$ cat config.mk
export PLATFORM = sky130hd
export DESIGN_NAME = uart_tx_feeder
export DESIGN_NICKNAME = d
export VERILOG_FILES = /design/src/rtl/uart_tx_feeder.sv
export SDC_FILE = /design/constraint.sdc
export NUM_CORES = 1
export LEC_CHECK = 0
export CORE_ASPECT_RATIO = 1.4
export CORE_MARGIN = 2
export CORE_UTILIZATION = 52
export CTS_CLUSTER_SIZE = 16
export DETAILED_ROUTE_END_ITERATION = 6
export PLACE_DENSITY_LB_ADDON = 0.08
export SYNTH_ARGS = -nofsm -noshare
export SYNTH_HDL_FRONTEND = slang
export SYNTH_SLANG_ARGS = --single-unit
$ cat constraint.sdc
create_clock -name clk -period 2.3 [get_ports clk]
set_input_delay 0.46 -clock clk [delete_from_list [all_inputs] [get_ports clk]]
set_output_delay 0.46 -clock clk [all_outputs]
set_load 0.005 [all_outputs]
$ cat src/rtl/uart_tx_feeder.sv
// -----------------------------------------------------------------------------
// uart_tx_feeder
//   Byte FIFO and issue FSM sitting directly in front of a UART transmitter.
//   Writers push bytes whenever the FIFO is not full. The FSM pops one byte at a
//   time, presents it on tx_p_data with a single-cycle tx_data_valid pulse, and
//   then waits for the UART to report a complete frame on tx_busy before it
//   issues the next byte.
//
//   Handshake after each issue:
//     - tx_busy is expected to rise within BUSY_WAIT_MAX cycles. If it never
//       rises, the byte is treated as sent and the FSM returns to IDLE.
//     - Once tx_busy has been seen high, the next byte is held back until
//       tx_busy falls.
//
//   Optional feature (compile-time macro UART_TX_FEEDER_OVF_EN):
//     Adds the 'overflow' output, a sticky flag that is set by any write
//     attempted while the FIFO is full and is cleared only by reset. Without the
//     macro, writes to a full FIFO are dropped silently and the port is absent.
//
//   Reset is synchronous and active-low. All outputs come straight from
//   registers.
// -----------------------------------------------------------------------------
module uart_tx_feeder #(
    parameter int DATA_WIDTH    = 8,
    parameter int FIFO_DEPTH    = 8,   // power of 2, >= 2
    parameter int BUSY_WAIT_MAX = 4    // >= 1
) (
    input  logic                          clk,
    input  logic                          rst_n,
    input  logic [DATA_WIDTH-1:0]         wr_data,
    input  logic                          wr_en,
    output logic                          full,
    output logic                          empty,
    output logic [$clog2(FIFO_DEPTH):0]   fill_count,
    output logic [DATA_WIDTH-1:0]         tx_p_data,
    output logic                          tx_data_valid,
`ifdef UART_TX_FEEDER_OVF_EN
    output logic                          overflow,
`endif
    input  logic                          tx_busy
);

    localparam int PTR_W  = $clog2(FIFO_DEPTH);
    localparam int CNT_W  = PTR_W + 1;
    localparam int WAIT_W = (BUSY_WAIT_MAX > 1) ? $clog2(BUSY_WAIT_MAX) : 1;

    localparam logic [CNT_W-1:0]  DEPTH_CNT = CNT_W'(FIFO_DEPTH);
    localparam logic [WAIT_W-1:0] WAIT_LAST = WAIT_W'(BUSY_WAIT_MAX - 1);

    typedef enum logic [1:0] {
        ST_IDLE      = 2'd0,  // waiting for a byte in the FIFO
        ST_SEND      = 2'd1,  // issue pulse is on the wire this cycle
        ST_WAIT_BUSY = 2'd2,  // waiting (bounded) for the UART to raise tx_busy
        ST_WAIT_DONE = 2'd3   // frame in progress, waiting for tx_busy to fall
    } state_t;

    // ---------------------------------------------------------------------
    // State and storage
    // ---------------------------------------------------------------------
    state_t                r_state;
    state_t                w_state_nxt;

    logic [DATA_WIDTH-1:0] r_mem [FIFO_DEPTH];
    logic [PTR_W-1:0]      r_wr_ptr;
    logic [PTR_W-1:0]      r_rd_ptr;
    logic [CNT_W-1:0]      r_fill;
    logic                  r_full;
    logic                  r_empty;

    logic [DATA_WIDTH-1:0] r_tx_data;
    logic                  r_tx_valid;
    logic [WAIT_W-1:0]     r_wait_cnt;

    // Combinational controls
    logic                  w_wr_accept;   // write lands in the FIFO this edge
    logic                  w_pop;         // head leaves the FIFO this edge
    logic                  w_issue;       // load tx_p_data and pulse valid
    logic                  w_wait_clr;    // restart the tx_busy timeout
    logic                  w_wait_inc;    // advance the tx_busy timeout
    logic [CNT_W-1:0]      w_fill_nxt;

    // A write is judged against the registered full flag only. A pop on the
    // same edge does not make room for it.
    assign w_wr_accept = wr_en & ~r_full;

    // ---------------------------------------------------------------------
    // FSM: state register
    // ---------------------------------------------------------------------
    // Hold the current issue state, returning to IDLE on reset.
    always_ff @(posedge clk) begin
        // NOTE: every clocked block uses non-blocking '<=' so that all
        // registers sample pre-edge values, whatever the block ordering.
        if (!rst_n) begin
            r_state <= ST_IDLE;
        end else begin
            r_state <= w_state_nxt;
        end
    end

    // ---------------------------------------------------------------------
    // FSM: next-state logic
    // ---------------------------------------------------------------------
    // Decide the next state from the FIFO level, tx_busy and the timeout counter.
    always_comb begin
        // NOTE: default assignment first so that no path leaves the signal
        // unassigned, which would otherwise infer a latch.
        w_state_nxt = r_state;
        case (r_state)
            ST_IDLE: begin
                if (!r_empty) begin
                    w_state_nxt = ST_SEND;
                end
            end
            ST_SEND: begin
                w_state_nxt = ST_WAIT_BUSY;
            end
            ST_WAIT_BUSY: begin
                if (tx_busy) begin
                    w_state_nxt = ST_WAIT_DONE;
                end else if (r_wait_cnt == WAIT_LAST) begin
                    // The UART never acknowledged. Treat the byte as sent.
                    w_state_nxt = ST_IDLE;
                end
            end
            ST_WAIT_DONE: begin
                if (!tx_busy) begin
                    w_state_nxt = ST_IDLE;
                end
            end
            default: begin
                w_state_nxt = ST_IDLE;
            end
        endcase
    end

    // ---------------------------------------------------------------------
    // FSM: output / control decode
    // ---------------------------------------------------------------------
    // Derive pop, issue and timeout-counter controls from the current state.
    always_comb begin
        w_pop      = 1'b0;
        w_issue    = 1'b0;
        w_wait_clr = 1'b0;
        w_wait_inc = 1'b0;
        case (r_state)
            ST_IDLE: begin
                // The registered empty flag is used here, so a byte written on
                // this same edge is only seen on the next one.
                if (!r_empty) begin
                    w_pop   = 1'b1;
                    w_issue = 1'b1;
                end
            end
            ST_SEND: begin
                w_wait_clr = 1'b1;
            end
            ST_WAIT_BUSY: begin
                if (!tx_busy && (r_wait_cnt != WAIT_LAST)) begin
                    w_wait_inc = 1'b1;
                end
            end
            default: begin
                w_pop = 1'b0;
            end
        endcase
    end

    // ---------------------------------------------------------------------
    // tx_busy timeout counter
    // ---------------------------------------------------------------------
    // Count the cycles spent in WAIT_BUSY without seeing tx_busy.
    always_ff @(posedge clk) begin
        if (!rst_n) begin
            r_wait_cnt <= '0;
        end else if (w_wait_clr) begin
            r_wait_cnt <= '0;
        end else if (w_wait_inc) begin
            r_wait_cnt <= r_wait_cnt + WAIT_W'(1);
        end
    end

    // ---------------------------------------------------------------------
    // FIFO storage
    // ---------------------------------------------------------------------
    // Write accepted bytes into the circular buffer.
    always_ff @(posedge clk) begin
        // NOTE: the data array has no reset. Validity is tracked by the
        // pointers and fill count, and leaving it out keeps the array as
        // plain RAM.
        if (w_wr_accept) begin
            r_mem[r_wr_ptr] <= wr_data;
        end
    end

    // Advance the write and read pointers. They wrap naturally at FIFO_DEPTH.
    always_ff @(posedge clk) begin
        if (!rst_n) begin
            r_wr_ptr <= '0;
            r_rd_ptr <= '0;
        end else begin
            if (w_wr_accept) begin
                r_wr_ptr <= r_wr_ptr + PTR_W'(1);
            end
            if (w_pop) begin
                r_rd_ptr <= r_rd_ptr + PTR_W'(1);
            end
        end
    end

    // Next fill level: up on write, down on pop, unchanged if both happen.
    always_comb begin
        w_fill_nxt = r_fill;
        case ({w_wr_accept, w_pop})
            2'b10:   w_fill_nxt = r_fill + CNT_W'(1);
            2'b01:   w_fill_nxt = r_fill - CNT_W'(1);
            default: w_fill_nxt = r_fill;
        endcase
    end

    // Register the fill level together with full/empty decoded from it.
    always_ff @(posedge clk) begin
        if (!rst_n) begin
            r_fill  <= '0;
            r_full  <= 1'b0;
            r_empty <= 1'b1;
        end else begin
            r_fill  <= w_fill_nxt;
            r_full  <= (w_fill_nxt == DEPTH_CNT);
            r_empty <= (w_fill_nxt == '0);
        end
    end

    // ---------------------------------------------------------------------
    // UART-side outputs
    // ---------------------------------------------------------------------
    // Load the head byte on issue and hold it until the next issue. The valid
    // output is a one-cycle pulse.
    always_ff @(posedge clk) begin
        if (!rst_n) begin
            r_tx_data  <= '0;
            r_tx_valid <= 1'b0;
        end else begin
            r_tx_valid <= w_issue;
            if (w_issue) begin
                r_tx_data <= r_mem[r_rd_ptr];
            end
        end
    end

`ifdef UART_TX_FEEDER_OVF_EN
    logic r_overflow;

    // Sticky flag: set by any write attempted while full, cleared only by reset.
    always_ff @(posedge clk) begin
        if (!rst_n) begin
            r_overflow <= 1'b0;
        end else if (wr_en && r_full) begin
            r_overflow <= 1'b1;
        end
    end

    assign overflow = r_overflow;
`endif

    assign full          = r_full;
    assign empty         = r_empty;
    assign fill_count    = r_fill;
    assign tx_p_data     = r_tx_data;
    assign tx_data_valid = r_tx_valid;

endmodule
After elaboration in Yosys (flattened, before gate mapping)
Memories as Yosys holds them, arrays and structs flattened. A register that Yosys moved wholly into a read port is not among the register bits.
Index checks and enable logic that the tools add are counted.
Widths: inputs -> output; s select.
{ "classes": {"n_mux": 13, "n_bitwise": 3, "n_addsub": 5, "n_reduce_logical": 7, "eq_ne": 11} }
{ "ops": {"columns": ["op", "count"], "rows": [
  ["$eq 2x2->1 const B", 4],
  ["$mux 2", 4],
  ["$pmux 2 s4", 1],
  ["$pmux 4 s2", 1],
  ["$mux 1", 7],
  ["$add 3x1->3 const B", 2],
  ["$ne 2x2->1 const B", 3],
  ["$add 4x1->4 const B", 1],
  ["$eq 2x1->1 const B", 2],
  ["$eq 4x4->1 const B", 1],
  ["$logic_not 4->1", 1],
  ["$sub 4x1->4 const B", 1],
  ["$ne 3x3->1 const B", 1],
  ["$reduce_and 3->1", 1],
  ["$add 2x1->2 const B", 1],
  ["$logic_not 1->1", 2],
  ["$logic_not 2->1", 1],
  ["$not 1->1", 2],
  ["$reduce_or 2->1", 1],
  ["$and 1x1->1", 1],
  ["$logic_and 1x1->1", 1]
]} }
{ "totals": {"inputBits": 12, "register_bits": 17, "ramBits": 64, "memories": 1} }
{ "mem_list": {"columns": ["memory", "words", "word_bits", "rd", "rd_clocked_by_memory_dff", "wr", "line", "text"], "rows": [
  ["r_mem", 8, 8, 1, 1, 1, "63", "logic [DATA_WIDTH-1:0] r_mem [FIFO_DEPTH];"]
]} }

Depth between registers and ports, before layout
{ "logic_depth": {"ltp_word": 5, "ltp_mapped": 11, "mapped_depth_nobuf": 10} }

Worst setup path before layout
No wires, ideal clock.
{ "synth_timing": {"path_type": "flip-flop to flip-flop", "startpoint": "register r_state[1]", "endpoint": "register r_full, in the netlist full", "arrival_time_ns": 2.091, "path_slack_ns": 0.092, "path_buffers": 1, "setup_time_ns": 0.117, "synth_period_minus_slack_ns": 2.208, "stages_incl_launch_ff": 12, "cell_sequence": "dfxtp_1 > or3_4 > inv_2 > buf_2 > nand2_1 > xnor2_1 > ha_1 > a21oi_1 > a21boi_0 > nor3_1 > xnor2_1 > and4b_1"} }
{ "synth_between": {"elab_chain_cells": 5, "elab_cells_between_ends": 6} }
{ "synth_rtl": {"columns": ["item", "line", "text"], "rows": [
  ["start, declared", "60", "state_t r_state;"],
  ["start signal, assigned", "96", "r_state <= w_state_nxt;"],
  ["$logic_not 2->1 (*)", "145", "case (r_state)"],
  ["$mux 1 (*)", "145", null],
  ["$eq 2x1->1 or $eq 2x2->1 (tied branches)", "213", "case ({w_wr_accept, w_pop})"],
  ["$pmux 4 s2 (*)", "213", null],
  ["$eq 4x4->1 (*)", "228", "r_full <= (w_fill_nxt == DEPTH_CNT);"],
  ["end signal, assigned", "228", null],
  ["end, declared", "67", "logic r_full;"]
]} }
Every way passes the cells marked *; elsewhere a longest branch is shown, timed or not.
A chain may end at the register's enable or synchronous reset.

Worst setup path after layout
{ "layout_timing": {"startpoint": "register r_state[0]", "endpoint": "register r_full, in the netlist full"} }
Same word-level chain as after synthesis.

==> summary.txt <==
Via count of the first global-routing pass: 2001
CTS H-Tree Depth: 3
Post-route insts no fill: 339
Placement Rows: 35
Number of optimization iterations in the first detailed-route pass: 4
Flip-flop and latch count after synthesis: 89
Compound-gate portion of the synthesized area: 4.61%
Combinational family with the most area after synthesis: multiplexers
Flop-to-flop setup slack: 0.07 ns
Clock buffer count from CTS: 9
Area share of xor/xnor cells in the synthesized design: 2.00%
Switch share: 28.6%
Min Tclk post-route: 2.23 ns
Stages on worst setup path: 10
Die span in x: 73.4 um
Slowest-stage cell, CP: sky130_fd_sc_hd__or3_4
Sequential group share of total power: 44.7%
Mean cell area of the mapped netlist: 16.2 um2
Critical Path Sink Type: flip-flop
Area of the mapped netlist: 3500 um2
Die height: 101 um
Internal power contribution: 3.29 mW
Cells along the critical path: or3_4, clkinv_4, nand2_2, xnor2_2, ha_2, a21oi_1, a21boi_2, nor3_2, xnor2_2, and4b_1
Maximum number of pins on one net before global-route repair: 22
Post-synthesis share of cell area spent on full adders, half adders and majority gates: 1.79%
Setup tns final: 0 ns
Sum of overflow across all layers after global routing: 0
Net switching power figure: 1.32 mW
Family with the most delay on the worst path: simple AND/OR/NAND/NOR gates
Pwr dens: 1090 nW/um2
Transition time of the tightest slew-check pin: 0.626 ns
Register area share after synthesis: 69.1%
Average wire per standard cell: 19.6 um
Arrival @ worst endpoint: 2.48 ns
Worst setup path class: flip-flop to flip-flop
Clock latency at the later pin of the worst-skew pair: 0.36 ns
ANT cells: 0
Initial Utilization: 53.3%
Clock network fraction of design power: 25.7%
Launching element type of the critical path: flip-flop
Final Wtd Congestion: 0.903
Clk buf depth: 2
Floorplan die area: 7420 um2
Headroom to the max-slew limit: 57.7%
Number of vias after detailed routing: 1985
Prevailing post-synth register cell: sky130_fd_sc_hd__edfxtp_1
Worst-case reg-to-reg path depth: 10
Post-route fraction of the period consumed by the critical path: 97.1%
CTS clock-pin slew for the worst setup and hold paths: 0.08 ns
HP Class: flip-flop to flip-flop
Global-route wire length before repair: 10.1 mm
IO Count: 27
Port-buffer cells: 26
Ys Warns: 0
Fraction of final layout cells sized beyond drive strength 1: 23.4%
Worst hold path stage count: 2
Data required time at the worst endpoint: 2.55 ns
Clock tree from TritonCTS: done
Total of endpoints with negative setup slack in the final report: 0
Number of violations reported at the end of detailed-routing iteration 0: 92
CTS Root Cell: sky130_fd_sc_hd__clkbuf_8
Multiplexer area fraction after synthesis: 13.4%
Number of failing hold endpoints at the final stage: 0
Number of nets in the layout: 277
Most Frequent Cell on Critical Path: sky130_fd_sc_hd__xnor2_2
Critical path buffers and inverters: 1
Initial antenna violation count: 0
Layout-stage area growth over the synthesis result: 20.4%
Maximum vdd ir drop: 0.771 mV
Unique cell type count in the Yosys netlist: 33
Post-detailed-route count of antenna-violating nets: 0
Simple logic cell fraction of the synthesized area: 7.36%
Core Area: 6570 um2
GRT Util Overall: 19.3%
Proportion of power drawn by combinational gates: 29.6%
# Max-Cap Violations: 0
Vias per Instance: 5.86
Result of the run: finished clean
Post-synth EDFFs: 64
Clock tree sinks: 89
Slowest cell delay on critical path: 0.44 ns
Maximum fanout along the worst path: 5
Cells after Synth: 216
Upper clock frequency limit: 448 MHz
Total instance count after detailed placement: 322
Post-detail-place hpwl: 4.44 mm
Syn nets: 233
Wire length reported by the detailed router: 6.65 mm
Final clock skew: 0.00907 ns
FFs w/ async S/R, synth: 0%
Final-report max-slew violation count: 0
Number of design rule violations left after detail routing: 0
Total power of the final layout: 4.61 mW
Post-cts hold buffer count: 0
Standby leakage power: 1.42 nW
-- Yosys cell counts, types with 2 or more instances --
| master | number | area share, % |
|---|---|---|
| sky130_fd_sc_hd__edfxtp_1 | 64 | 55 |
| sky130_fd_sc_hd__dfxtp_1 | 25 | 14 |
| sky130_fd_sc_hd__nor2_1 | 24 | 2.6 |
| sky130_fd_sc_hd__mux4_2 | 16 | 10 |
| sky130_fd_sc_hd__mux2i_1 | 11 | 3.1 |
| sky130_fd_sc_hd__nand2_1 | 10 | 1.1 |
| sky130_fd_sc_hd__a211oi_1 | 8 | 1.7 |
| sky130_fd_sc_hd__nand2b_1 | 7 | 1.2 |
| sky130_fd_sc_hd__nor3_1 | 6 | 0.86 |
| sky130_fd_sc_hd__buf_2 | 5 | 0.71 |
| sky130_fd_sc_hd__ha_1 | 5 | 1.8 |
| sky130_fd_sc_hd__xnor2_1 | 5 | 1.2 |
| sky130_fd_sc_hd__a21oi_1 | 4 | 0.57 |
| sky130_fd_sc_hd__clkbuf_1 | 4 | 0.43 |
| sky130_fd_sc_hd__xor2_1 | 3 | 0.75 |
| sky130_fd_sc_hd__inv_2 | 2 | 0.21 |
-- sequential cells by signal, summed over array words and instances, names as in the netlist --
| signal | flops |
|---|---|
| empty | 1 |
| r_wr_ptr | 3 |
| full | 1 |
| r_wait_cnt | 2 |
| r_rd_ptr | 3 |
| tx_data_valid | 1 |
| fill_count | 4 |
| r_mem | 64 |
| tx_p_data | 8 |
| r_state | 2 |
-- layer usage --
layer	routed length, um	track usage (%)	vias up	share of wire, %
li1	-	-	917	-
met2	3610	33.3	67	54
met1	2640	22.7	987	40
met5	0	0	-	0
met3	275	4.50	14	4.1
met4	123	8.95	0	1.8
-- placed cells by master (no fill, tap or decap), types with 7 or more instances in the layout --
| cell type | n |
|---|---|
| sky130_fd_sc_hd__clkdlybuf4s50_1 | 26 |
| sky130_fd_sc_hd__nand2b_1 | 7 |
| sky130_fd_sc_hd__dfxtp_1 | 24 |
| sky130_fd_sc_hd__buf_4 | 16 |
| sky130_fd_sc_hd__nand2_1 | 9 |
| sky130_fd_sc_hd__mux2i_1 | 11 |
| sky130_fd_sc_hd__mux4_2 | 16 |
| sky130_fd_sc_hd__edfxtp_1 | 64 |
| sky130_fd_sc_hd__a211oi_1 | 8 |
| sky130_fd_sc_hd__nor2_1 | 24 |
| sky130_fd_sc_hd__clkbuf_8 | 9 |
-- worst register-to-register path: stages, from the launching register on --
cell and delay, ns:
sky130_fd_sc_hd__dfxtp_4 0.37, sky130_fd_sc_hd__or3_4 0.44, sky130_fd_sc_hd__clkinv_4 0.08, sky130_fd_sc_hd__nand2_2 0.06, sky130_fd_sc_hd__xnor2_2 0.15, sky130_fd_sc_hd__ha_2 0.18
sky130_fd_sc_hd__a21oi_1 0.05, sky130_fd_sc_hd__a21boi_2 0.19, sky130_fd_sc_hd__nor3_2 0.28, sky130_fd_sc_hd__xnor2_2 0.12, sky130_fd_sc_hd__and4b_1 0.21
-- final timing paths --
kind | start | end
worst max-delay path | r_state[0] | full
worst min-delay path | tx_p_data[6] | tx_p_data[6]
worst max register to register | r_state[0] | full
worst min register to register | tx_p_data[6] | tx_p_data[6]
-- power by group through the flow --
| stage | Clock, mW | Sequential, mW | Combinational, mW |
|---|---|---|---|
| 2_1_floorplan | 0 | 2.07 | 0.810 |
| 3_3_place_gp | 0 | 2.08 | 1.26 |
| 3_5_place_dp | 0 | 2.09 | 1.31 |
| 4_1_cts | 1.21 | 2.06 | 1.33 |
| 5_1_grt | 1.28 | 2.08 | 1.50 |
| 6_report | 1.18 | 2.06 | 1.37 |
-- kinds of logic (layout without fill, tap and decap cells) --
| family | after synthesis | in the layout |
|---|---|---|
| adder cells (fa/ha/maj) | 5 | 5 |
| flip-flops | 89 | 89 |
| multiplexers | 27 | 27 |
| AO/OA/AOI/OAI | 20 | 20 |
| buffers and inverters | 13 | 62 |
| AND/OR/NAND/NOR | 54 | 54 |
| XOR/XNOR | 8 | 8 |
-- what timing repair did --
action / 4_1_cts / 5_1_grt
buffers inserted: 0 / 1
resized for setup: 3 / 12
pin swaps: 0 / 4
endpoints found under the setup margin: 1 / 3
hold endpoints to repair: 0 / 0
-- area by class of cell --
| cell class | instances | area [um2] |
|---|---|---|
| Sequential cell | 89 | 2430 |
| Fill cell | 470 | 2350 |
| Multi-Input combinational cell | 114 | 1060 |
| Timing Repair Buffer | 43 | 392 |
| Clock buffer | 12 | 178 |
| Tap cell | 74 | 92.6 |
| Clock inverter | 4 | 53.8 |
| Inverter | 3 | 16.3 |
-- through the flow --
stage               hold WS (ns)  cell area [um2]  worst slack [ns]  util, %
floorplan                  0.465             3500            0.0924        -
global placement           0.482             3930            -0.191     59.8
detailed placement         0.494             3930            -0.387     59.8
CTS                        0.506             4170            0.0434     63.5
global route               0.530             4220           -0.0287     64.2
finish                     0.503             4220            0.0661     64.2
(Power assumes the default switching activity.)
